$ cat src/rtl/mult_div_unit_if.sv
// Handshake and result bus between control_unit (master) and the
// iterative multiply/divide unit (slave).
interface mult_div_unit_if #(
   parameter int WIDTH = 32
);
   logic             mult_control;
   logic             DivOp;
   logic [WIDTH-1:0] A;
   logic [WIDTH-1:0] B;
   logic [WIDTH-1:0] hi;
   logic [WIDTH-1:0] lo;
   logic             mult_end;
   logic             div_zero;
   logic             busy;

   modport master (
      output mult_control, DivOp, A, B,
      input  hi, lo, mult_end, div_zero, busy
   );

   modport slave (
      input  mult_control, DivOp, A, B,
      output hi, lo, mult_end, div_zero, busy
   );
endinterface

$ cat src/rtl/mult_div_unit.sv
// Iterative signed multiply (radix-2 Booth) and divide (restoring) unit.
// One iteration per clock; the result lands in HI/LO with a one-cycle mult_end pulse.
module mult_div_unit #(
   parameter int WIDTH = 32
) (
   input  logic              clk,
   input  logic              reset,
   mult_div_unit_if.slave    bus
);
   localparam int CW = (WIDTH > 1) ? $clog2(WIDTH) : 1;

   typedef enum logic [1:0] {
      ST_IDLE = 2'd0,
      ST_MULT = 2'd1,
      ST_DIV  = 2'd2,
      ST_DONE = 2'd3
   } state_t;

   state_t             state_r;
   state_t             state_nx_s;
   logic [CW-1:0]      cnt_r;
   logic               last_s;

   // Booth accumulator carries one guard bit so that subtracting -2^(WIDTH-1) cannot overflow
   logic [2*WIDTH+1:0] acc_r;
   logic [2*WIDTH+1:0] booth_nx_s;
   logic [WIDTH:0]     upper_s;
   logic [WIDTH:0]     mcand_ext_s;
   logic [WIDTH:0]     sum_s;
   logic [WIDTH-1:0]   mcand_r;

   logic [WIDTH-1:0]   rem_r;
   logic [WIDTH-1:0]   quo_r;
   logic [WIDTH-1:0]   divisor_r;
   logic               neg_q_r;
   logic               neg_r_r;
   logic               dz_r;
   logic [WIDTH:0]     rem_sh_s;
   logic [WIDTH:0]     trial_s;
   logic [WIDTH-1:0]   rem_nx_s;
   logic [WIDTH-1:0]   quo_nx_s;

   logic [WIDTH-1:0]   hi_r;
   logic [WIDTH-1:0]   lo_r;
   logic               mult_end_r;
   logic               div_zero_r;
   logic               busy_r;

   function automatic logic [WIDTH-1:0] neg_if(input logic [WIDTH-1:0] v, input logic n);
      neg_if = n ? (~v + WIDTH'(1)) : v;
   endfunction

   assign last_s = (cnt_r == CW'(WIDTH - 1));

   // Booth add/subtract followed by arithmetic shift right, and one restoring-division step
   always_comb begin
      upper_s     = acc_r[2*WIDTH+1:WIDTH+1];
      mcand_ext_s = {mcand_r[WIDTH-1], mcand_r};
      case (acc_r[1:0])
         2'b01:   sum_s = upper_s + mcand_ext_s;
         2'b10:   sum_s = upper_s - mcand_ext_s;
         default: sum_s = upper_s;
      endcase
      booth_nx_s = {sum_s[WIDTH], sum_s, acc_r[WIDTH:1]};

      rem_sh_s = {rem_r, quo_r[WIDTH-1]};
      trial_s  = rem_sh_s - {1'b0, divisor_r};
      if (trial_s[WIDTH]) begin
         rem_nx_s = rem_sh_s[WIDTH-1:0];
      end else begin
         rem_nx_s = trial_s[WIDTH-1:0];
      end
      quo_nx_s = {quo_r[WIDTH-2:0], ~trial_s[WIDTH]};
   end

   // Next-state logic; a zero divisor spends one DIV cycle so its pulse appears at E1
   always_comb begin
      state_nx_s = state_r;
      case (state_r)
         ST_IDLE: begin
            if (bus.mult_control) begin
               state_nx_s = ST_MULT;
            end else if (bus.DivOp) begin
               state_nx_s = ST_DIV;
            end else begin
               state_nx_s = ST_IDLE;
            end
         end
         ST_MULT: begin
            if (last_s) state_nx_s = ST_DONE;
            else        state_nx_s = ST_MULT;
         end
         ST_DIV: begin
            if (dz_r || last_s) state_nx_s = ST_DONE;
            else                state_nx_s = ST_DIV;
         end
         ST_DONE: state_nx_s = ST_IDLE;
         default: state_nx_s = ST_IDLE;
      endcase
   end

   // State register
   always_ff @(posedge clk or negedge reset) begin
      if (!reset) state_r <= ST_IDLE;
      else        state_r <= state_nx_s;
   end

   // Operand capture, iteration datapath and registered outputs
   always_ff @(posedge clk or negedge reset) begin
      if (!reset) begin
         cnt_r      <= '0;
         acc_r      <= '0;
         mcand_r    <= '0;
         rem_r      <= '0;
         quo_r      <= '0;
         divisor_r  <= '0;
         neg_q_r    <= 1'b0;
         neg_r_r    <= 1'b0;
         dz_r       <= 1'b0;
         hi_r       <= '0;
         lo_r       <= '0;
         mult_end_r <= 1'b0;
         div_zero_r <= 1'b0;
         busy_r     <= 1'b0;
      end else begin
         case (state_r)
            ST_IDLE: begin
               mult_end_r <= 1'b0;
               div_zero_r <= 1'b0;
               cnt_r      <= '0;
               if (bus.mult_control) begin
                  acc_r   <= {{(WIDTH+1){1'b0}}, bus.B, 1'b0};
                  mcand_r <= bus.A;
                  busy_r  <= 1'b1;
               end else if (bus.DivOp) begin
                  rem_r     <= '0;
                  quo_r     <= neg_if(bus.A, bus.A[WIDTH-1]);
                  divisor_r <= neg_if(bus.B, bus.B[WIDTH-1]);
                  neg_q_r   <= bus.A[WIDTH-1] ^ bus.B[WIDTH-1];
                  neg_r_r   <= bus.A[WIDTH-1];
                  dz_r      <= (bus.B == '0);
                  busy_r    <= 1'b1;
               end else begin
                  busy_r <= 1'b0;
               end
            end
            ST_MULT: begin
               acc_r <= booth_nx_s;
               cnt_r <= cnt_r + CW'(1);
               if (last_s) begin
                  hi_r       <= booth_nx_s[2*WIDTH:WIDTH+1];
                  lo_r       <= booth_nx_s[WIDTH:1];
                  mult_end_r <= 1'b1;
               end
            end
            ST_DIV: begin
               if (dz_r) begin
                  mult_end_r <= 1'b1;
                  div_zero_r <= 1'b1;
               end else begin
                  rem_r <= rem_nx_s;
                  quo_r <= quo_nx_s;
                  cnt_r <= cnt_r + CW'(1);
                  if (last_s) begin
                     hi_r       <= neg_if(rem_nx_s, neg_r_r);
                     lo_r       <= neg_if(quo_nx_s, neg_q_r);
                     mult_end_r <= 1'b1;
                  end
               end
            end
            ST_DONE: begin
               mult_end_r <= 1'b0;
               div_zero_r <= 1'b0;
               busy_r     <= 1'b0;
            end
            default: begin
               mult_end_r <= 1'b0;
               div_zero_r <= 1'b0;
               busy_r     <= 1'b0;
            end
         endcase
      end
   end

   assign bus.hi       = hi_r;
   assign bus.lo       = lo_r;
   assign bus.mult_end = mult_end_r;
   assign bus.div_zero = div_zero_r;
   assign bus.busy     = busy_r;
endmodule

$ cat src/flat_wrapper.sv
// flat-port wrapper written by rule: the top's interface ports become plain ports
module mult_div_unit_flat 
#(
   parameter int WIDTH = 32
)
  (clk, reset, bus_mult_control, bus_DivOp, bus_A, bus_B, bus_hi, bus_lo, bus_mult_end, bus_div_zero, bus_busy);
  mult_div_unit_if #(.WIDTH(WIDTH)) bus_i ();
  input  logic clk;
  input  logic reset;
  input wire logic [$bits(bus_i.mult_control)-1:0] bus_mult_control;
  input wire logic [$bits(bus_i.DivOp)-1:0] bus_DivOp;
  input wire logic [$bits(bus_i.A)-1:0] bus_A;
  input wire logic [$bits(bus_i.B)-1:0] bus_B;
  output wire logic [$bits(bus_i.hi)-1:0] bus_hi;
  output wire logic [$bits(bus_i.lo)-1:0] bus_lo;
  output wire logic [$bits(bus_i.mult_end)-1:0] bus_mult_end;
  output wire logic [$bits(bus_i.div_zero)-1:0] bus_div_zero;
  output wire logic [$bits(bus_i.busy)-1:0] bus_busy;
  assign bus_i.mult_control = bus_mult_control;
  assign bus_i.DivOp = bus_DivOp;
  assign bus_i.A = bus_A;
  assign bus_i.B = bus_B;
  assign bus_hi = bus_i.hi;
  assign bus_lo = bus_i.lo;
  assign bus_mult_end = bus_i.mult_end;
  assign bus_div_zero = bus_i.div_zero;
  assign bus_busy = bus_i.busy;
  mult_div_unit #(.WIDTH(WIDTH)) u_core (.clk(clk), .reset(reset), .bus(bus_i));
endmodule
$ cat config.mk
export PLATFORM = sky130hd
export DESIGN_NAME = mult_div_unit_flat
export DESIGN_NICKNAME = d
export VERILOG_FILES = /design/src/rtl/mult_div_unit_if.sv /design/src/rtl/mult_div_unit.sv /design/src/flat_wrapper.sv
export SDC_FILE = /design/constraint.sdc
export NUM_CORES = 1
export LEC_CHECK = 0
export BUFFER_PORTS_ARGS = -buffer_cell sky130_fd_sc_hd__buf_2
export CELL_PAD_IN_SITES_DETAIL_PLACEMENT = 0
export CELL_PAD_IN_SITES_GLOBAL_PLACEMENT = 1
export CORE_UTILIZATION = 45
export CTS_CLUSTER_SIZE = 28
export DETAILED_ROUTE_END_ITERATION = 10
export HOLD_SLACK_MARGIN = 0.12
export PLACE_DENSITY = 0.86
export RECOVER_POWER = 25
export SLEW_MARGIN = 15
export SYNTH_ARGS = -nofsm -noshare
export SYNTH_HDL_FRONTEND = slang
export SYNTH_SLANG_ARGS = --single-unit
$ cat constraint.sdc
create_clock -name clk -period 6.4 [get_ports clk]
set_input_delay 1.28 -clock clk [delete_from_list [all_inputs] [get_ports clk]]
set_output_delay 1.28 -clock clk [all_outputs]
set_load 0.02 [all_outputs]
==> results of run 1 <==
## worst min-delay path, cell delays in order, from the launching register on
cell and delay, ns:
sky130_fd_sc_hd__dfrtp_1 0.33, sky130_fd_sc_hd__nand2_1 0.04, sky130_fd_sc_hd__o21ai_0 0.05
## metal layers
layer	global-route usage, %	vias to the layer above
met5	0	-
met4	11.9	0
met3	4.20	123
met2	46.2	575
met1	38.5	8370
li1	-	8264
## metrics by stage
stage               setup slack, ns  cell area [um^2]  power, W
floorplan                      1.25             19100   0.00690
global placement               1.15             20100   0.00836
detailed placement             1.04             20100   0.00849
CTS                            1.02             21200    0.0104
global route                  0.481             21200    0.0113
finish                        0.974             21200    0.0105
## kinds of logic after synthesis
group / Yosys count / share of synthesized area (%)
AO/OA/AOI/OAI: 719 / 23.3
AND/OR/NAND/NOR: 724 / 17.5
buffers and inverters: 202 / 4.22
multiplexers: 119 / 6.56
adder cells (fa/ha/maj): 78 / 5.19
XOR/XNOR: 171 / 7.85
flip-flops: 270 / 35.4
## power groups by stage
stage	Combinational, W	Clock [W]	Sequential (W)
2_1_floorplan	0.00435	0	0.00255
3_3_place_gp	0.00560	0	0.00276
3_5_place_dp	0.00571	0	0.00278
4_1_cts	0.00574	0.00194	0.00275
5_1_grt	0.00646	0.00201	0.00283
6_report	0.00583	0.00190	0.00277
## synthesized netlist by cell type (all sizes together), types with 48 or more instances
cell type	number
nand2	328
o21ai	312
dfrtp	270
a21oi	157
nor2	148
clkbuf	104
xnor2	99
ha	76
inv	72
xor2	72
mux2i	71
mux2	48
## cell type report
| type | instances | area [um^2] |
|---|---|---|
| clock inverter | 12 | 106 |
| tap | 539 | 674 |
| inverter | 72 | 270 |
| sequential | 270 | 6760 |
| clock buffer | 47 | 981 |
| multi-input combinational | 1811 | 11600 |
| fill | 4049 | 20700 |
| timing repair buffer | 153 | 838 |
| antenna | 1 | 2.50 |
## state kept, by name, summed over array words and instances, names as in the netlist, 2 cells and up
signal,flops
u_core.cnt_r,5
u_core.acc_r,65
u_core.rem_r,32
u_core.divisor_r,32
u_core.quo_r,32
u_core.mcand_r,32
u_core.bus.lo,32
u_core.state_r,2
u_core.bus.hi,32
## how the worst max path moves through the flow
stage               depth (start not counted)         startpoint                 to  slack, ns
CTS                                        21   u_core.quo_r[31]  u_core.bus.hi[24]       1.02
detailed placement                         21   u_core.quo_r[31]  u_core.bus.hi[24]       1.04
floorplan                                  23   u_core.quo_r[31]  u_core.bus.hi[30]       1.25
global placement                           21   u_core.quo_r[31]  u_core.bus.hi[24]       1.15
finish                                     20  u_core.mcand_r[0]  u_core.bus.hi[30]       0.97
global route                               21   u_core.quo_r[31]  u_core.bus.hi[24]       0.48
==> results.txt, run 1 <==
The highest clock rate came out at 184 MHz. During synthesis, Yosys emitted a total of 0 warnings. The worst min-delay path class is reg -> reg. The maximum clock insertion buffer count is 3.

The final reports fail on max-capacitance violations, max-slew violations. The clock sink total came out at 270. The floorplan die width is 208 um. The switching power of the nets is 0.00493 W. In this run, post-CTS hold repair placed 0 buffers. The critical-path cell with the highest stage delay is sky130_fd_sc_hd__nor3b_1. The instance count of the mapped netlist is 2,283. The overall die height came out at 208 um. Along the worst path, the maximum fanout reaches 7. The global-route wire length before repair came out at 96,700 um. The largest incremental delay on the critical path came out at 0.48 ns. By area the synthesized netlist is led by sky130_fd_sc_hd__dfrtp_1 (35%), sky130_fd_sc_hd__o21ai_0 (8.0%), sky130_fd_sc_hd__nand2_1 (6.5%). The detailed-route wire length per cell is 21.4 um. Dividing total power by cell area gives a power density of 496 nW/um^2. The iteration count of the initial detailed-routing pass is 5. The region available for standard cell placement spans 41,900 um^2. The number of levels in the clock H-tree is 2. The layout overhead on the synthesized area is 11.0%.

The number of top-level design ports came out at 135. At the later pin of the worst-skew pair, clock insertion delay measures 0.53 ns. The synthesized net count is 2,429. The CTS buffer count is 34. The weighted congestion reported at the end of routability-driven placement came out at 0.949.

The iteration-0 DRC count of the detailed router came out at 1,385. The overall routing resource usage came out at 28.7%. Detailed placement ended at an HPWL of 47,000 um. In the layout the commonest cells are sky130_fd_sc_hd__nand2_1 (328), sky130_fd_sc_hd__o21ai_0 (303), sky130_fd_sc_hd__dfrtp_1 (270), sky130_fd_sc_hd__a21oi_1 (151), sky130_fd_sc_hd__nor2_1 (146).

The worst path required time is 6.83 ns. The combinational cell fraction of total power is 55.5%. The maximum number of pins on one net before global-route repair is 100. Among all flip-flop cells after synthesis, the most frequent one is sky130_fd_sc_hd__dfrtp_1. The mean area per synthesized cell is 8.36 um^2. The number of distinct standard cells referenced by the synthesized netlist is 81.

At the end of the flow, the number of nets in the layout was 2,488. The synthesized design contains 270 register bits. The ratio of routed vias to standard cells came out at 5.97. In this run the critical register-to-register path is captured at u_core.bus.hi[30].

The total die area is 43,200 um^2. The hold violation count in the final report is 0. The initial cell density of the core came out at 45.6%. The floorplan has 75 rows. The area share of the leading cell type in the synthesized netlist came out at 35.4%. The share of synthesized flip-flops with an asynchronous set or reset is 100%.

The sum of met3 wire segment lengths after detailed routing is 3560 um. The routed wire length on met2 came out at 28,800 um. The setup skew after layout is 0.0264 ns. The number of non-filler instances in the completed layout came out at 2,905. The post-synthesis sequential area ratio came out at 35.4%. The total negative slack came out at 0 ns. The worst setup path is of the reg -> reg kind. The relative contribution of sequential cells to total power is 26.4%. The commonest non-fill, non-tap cell in the layout is sky130_fd_sc_hd__nand2_1. The routed length on met1 came out at 27,300 um.

The max-slew headroom at the worst pin came out at -103%. Cells with a size suffix above 1 make up 11.9% of the layout. The post-CTS resize count is 0.

By instance count, the cell type seen most on the critical path is sky130_fd_sc_hd__and2_1. In this run the clock root is driven by a sky130_fd_sc_hd__clkbuf_16. Summed over all instances, the cell type with the most area after synthesis is sky130_fd_sc_hd__dfrtp_1. The topmost layer with routed signal wires is met4. The worst endpoint data arrival time came out at 5.86 ns. The total grt overflow came out at 0. The startpoint kind of the worst setup timing path is a register. The post-CTS setup repair buffer count is 0.

TritonCTS built the clock tree. The number of maximum-capacitance violations came out at 3. The measured slew at the worst slew-check pin came out at 3.05 ns. The post-synthesis instance area is 19,100 um^2. Of the total power, the share spent switching nets is 46.9%. The count of placed standard cells including taps is 2,843. The remaining design rule violation count is 0. Cells fill 50.6% of the core in the end.

The number of antenna violations at the first check in global routing is 1. On the critical path the largest part of the delay comes from compound AO/OA/AOI/OAI gates. The clock period minus final worst setup slack came out at 5.43 ns. Setup repair after global routing left no endpoint under its margin.

The via total after detailed routing came out at 17,300. The share of power burned in the clock network came out at 18.1%. Counting both buffers and inverters, the worst setup path holds a total of 1.

In this run the critical register-to-register path is launched from u_core.mcand_r[0]. The final routed wirelength across all metal layers came out at 62,300 um. The cell depth of the worst min-delay path came out at 2.

The flow ran to the end, but the final reports show violations. Buffers placed on the I/O ports in this run total 134. The number of failing setup endpoints in the final timing report came out at 0. The number of flops mapped to enable cells by yosys is 0. The worst setup path is captured at a register. The number of routed nets with antenna violations is 0.

The internal cell power came out at 0.00558 W. The signal on the critical path passes through inv_1 -> ha_1 -> nor3b_1 -> and2_1 -> nor3b_1 -> and2_1 -> a21oi_1 -> xnor2_1 -> ha_1 -> and2_1 -> a221oi_1 -> o21bai_1 -> a211o_1 -> a221o_1 -> a31oi_1 -> nor2b_1 -> mux2i_1 -> o21ai_0 -> o32ai_1 -> a211oi_1. The worst hold path terminates at u_core.bus.hi[11]. The final number of max-transition violations is 160.

The startpoint identified for the worst hold timing path is u_core.bus.hi[11]. The clock transition time at the flip-flop clock pins of the worst setup and hold paths is 0.06 ns. The number of cells on the worst reg-to-reg path is 20.

The leakage power is 9.47 nW. The largest voltage drop on the vdd net came out at 0.217 mV. The fraction of the cycle the final worst path needs came out at 84.8%.

The setup slack of the most critical reg-to-reg path came out at 0.97 ns. The via count of the first global-routing pass came out at 16,500. Hold timing on the final database bottoms out at a slack of 0.468 ns.
No activity file was read; power rests on OpenSTA's default activity.
==> inputs of run 2 (changes only) <==
--- a/config.mk
+++ b/config.mk
@@ -8,11 +8,11 @@
 export BUFFER_PORTS_ARGS = -buffer_cell sky130_fd_sc_hd__buf_2
 export CELL_PAD_IN_SITES_DETAIL_PLACEMENT = 0
 export CELL_PAD_IN_SITES_GLOBAL_PLACEMENT = 1
-export CORE_UTILIZATION = 45
+export CORE_UTILIZATION = 42
 export CTS_CLUSTER_SIZE = 28
 export DETAILED_ROUTE_END_ITERATION = 10
 export HOLD_SLACK_MARGIN = 0.12
-export PLACE_DENSITY = 0.86
+export PLACE_DENSITY = 0.85
 export RECOVER_POWER = 25
 export SLEW_MARGIN = 15
 export SYNTH_ARGS = -nofsm -noshare
==> constraint.sdc (replaced) <==
create_clock -name clk -period 4.55 [get_ports clk]
set_input_delay 0.91 -clock clk [delete_from_list [all_inputs] [get_ports clk]]
set_output_delay 0.91 -clock clk [all_outputs]
set_load 0.02 [all_outputs]
==> results.txt, run 2 (synthesis gave the netlist of run 1 again) <==
The run finished, with violations left. The final reports fail on max-capacitance violations, max-slew violations. The power per cell area came out at 695 nW/um^2.

In this run the clock root is driven by a sky130_fd_sc_hd__clkbuf_16. The switching power of the nets is 0.00716 W. The filler cell count in the final layout is 4,342.

From left edge to right edge, the die measures 215 um. The core area came out at 44,500 um^2. Counting flops per register, the top entry is u_core.acc_r.

The total chip power is 0.0153 W. The worst setup path is captured at a register. Along the worst path, the maximum fanout reaches 38. The signal on the critical path passes through inv_2 -> ha_4 -> fa_2 -> nand2b_4 -> a21oi_4 -> o21ai_4 -> o311ai_4 -> a2111oi_4 -> nor3_4 -> inv_4 -> buf_4 -> buf_12 -> o41ai_2 -> buf_4 -> nand4_2 -> and3_1 -> o21ai_1 -> buf_4 -> o21ai_0 -> o21ai_1. The layout overhead on the synthesized area is 15.7%. During I/O placement, the number of pins put on the boundary was 135. The count of buffers inserted at the top-level ports came out at 134.

The total half-perimeter wirelength after legalization and detailed placement came out at 47,600 um. The measured slew at the worst slew-check pin is 2.88 ns. The internal portion of the total power is 0.00817 W. The global-route wire length before repair is 96,400 um.

The number of maximum-capacitance violations is 1. Leaving out fill and tap cells, the most frequent cell in the layout is sky130_fd_sc_hd__nand2_1. The CTS buffer count came out at 31.

In this run the number of H-tree levels came out at 1. The iteration-0 DRC count of the detailed router came out at 1,367. The slowest stage of the critical path is the sky130_fd_sc_hd__o41ai_2 cell. The number of buffer and inverter stages on the critical path is 6. The via count of the first global-routing pass is 16,700. The total die area came out at 46,300 um^2. The setup skew after layout came out at 0.0157 ns. The hold violation count in the final report was 0. The total negative slack came out at 0 ns.

Sequential cells burn 25.9% of the power. Clock-pin slew was measured on the worst setup and hold paths at 0.06 ns. Wires add up to 62,300 um.

The via total after detailed routing is 17,600. The clock sink total is 270. The remaining design rule violation count came out at 0. The floorplan has 77 rows.

Setup violations remaining at the end of the flow were counted as 0. The floorplan step set the die height to 215 um. The largest incremental delay on the critical path is 0.40 ns. The number of antenna violations at the first check in global routing came out at 2. Once the floorplan was initialized, standard cells occupied 42.9% of the core. VDD sags by at most 0.354 mV.

Net switching is 46.7% of the power. The share of total power dissipated in combinational logic is 57.1%. In the layout the commonest cells are sky130_fd_sc_hd__nand2_1 (327), sky130_fd_sc_hd__o21ai_0 (301), sky130_fd_sc_hd__dfrtp_1 (265), sky130_fd_sc_hd__a21oi_1 (147), sky130_fd_sc_hd__nor2_1 (146). Counting stages on the worst path, the most repeated cell is sky130_fd_sc_hd__buf_4. The worst setup path startpoint is u_core.quo_r[31]. The share of power burned in the clock network is 17.0%.

The worst setup path is launched from a register. Setup repair after global routing could not meet its margin everywhere. The leakage power is 9.89 nW.

The TritonCTS clock tree is built. The maximum number of pins on one net before global-route repair came out at 157. The highest clock rate is 227 MHz. Summed over all layers, the global routing overflow is 0. The iteration count of the initial detailed-routing pass came out at 6. The weighted congestion reported at the end of routability-driven placement is 0.916. The reg-to-reg startpoint is u_core.quo_r[31]. The ratio of routed vias to standard cells came out at 5.81. The final layout contains 2,562 nets. The longest clock path from root to sink contains 3 buffers.

Once detail routing completed, the nets flagged for antenna violations numbered 0. By startpoint and endpoint, the worst setup path is classified as reg -> reg. The final number of max-transition violations was 102. The number of hold buffers added after cts came out at 0.

The worst pin sits at a relative slew slack of -92.2%. Data on the critical path is required at its endpoint by 5.05 ns. The capturing point of the worst reg2reg path is u_core.bus.hi[21]. The worst endpoint data arrival time is 4.91 ns. OpenSTA, run right after detailed placement, puts the worst setup slack at -0.0325 ns. Dividing the final minimum period by the clock period gives 96.8%. The worst setup margin came out at 0.146 ns. The path length in cells of the critical path came out at 20. The detailed-route wire length per cell is 20.5 um.

The proportion of layout cells with a drive suffix above 1 is 16.8%. The length in cells of the worst reg-to-reg path came out at 20. The worst min-delay path class is reg -> reg.

The clock period minus final worst setup slack came out at 4.40 ns. The critical path ends at u_core.bus.hi[21]. The flip-flop count of the largest register after layout came out at 65.

In this run the most critical hold path is launched from u_core.bus.lo[13]. The overall routing resource usage came out at 26.4%. The kind of cell with the highest combined delay along the critical path is compound AO/OA/AOI/OAI gates. The clock insertion delay at the later pin of the skew report is 0.59 ns. The setup slack of the most critical reg-to-reg path came out at 0.15 ns.
## run 2: worst min path at each step
stage,depth (start not counted),endpoint,slack (ns)
global route,1,u_core.bus.lo[13],0.50
floorplan,2,u_core.cnt_r[4],0.45
global placement,2,u_core.cnt_r[4],0.46
detailed placement,1,u_core.bus.lo[13],0.46
finish,1,u_core.bus.lo[13],0.47
CTS,1,u_core.acc_r[21],0.40
## run 2: power by group through the flow
stage                     Sequential (W)  Combinational (W)  Clock [W]
after floorplan                  0.00359            0.00619          0
after global placement           0.00392            0.00833          0
after detailed placement         0.00396            0.00845          0
after CTS                        0.00392            0.00848    0.00265
after global routing             0.00404            0.00964    0.00275
final                            0.00397            0.00876    0.00261
## run 2: routing by layer
metal	global-route usage, %	vias to the layer above	wire (um)
li1	-	8423	-
met1	36.0	8549	27700
met2	42.7	543	28800
met3	3.16	97	3440
met4	9.91	0	2320
met5	0	-	0
## run 2: final cells by class
type / count / area, um^2 / area share [%]
clock buffers: 38 / 862 / 3.90
inverters: 72 / 273 / 1.24
repair buffers: 230 / 1440 / 6.51
multi-input cells: 1811 / 11800 / 53.5
flip-flops and latches: 270 / 6760 / 30.6
well taps: 592 / 741 / 3.35
clock inverters: 19 / 199 / 0.901
diodes: 1 / 2.50 / 0.0113
## run 2: through the flow
stage | utilization (%) | instances | cell area [um^2] | hold slack [ns]
4_1_cts | 49.0 | 3018 | 21800 | 0.403
3_3_place_gp | 46.6 | 2961 | 20700 | 0.457
2_1_floorplan | - | 2283 | 19200 | 0.445
6_report | 49.6 | 3033 | 22100 | 0.474
5_1_grt | 49.6 | 3032 | 22100 | 0.503
3_5_place_dp | 46.6 | 2961 | 20700 | 0.464
## run 2: repair_timing
item                                    CTS  global route
pin swaps                                 0            19
endpoints found under the setup margin    3            25
buffers inserted                          0            14
resized for setup                         2            43
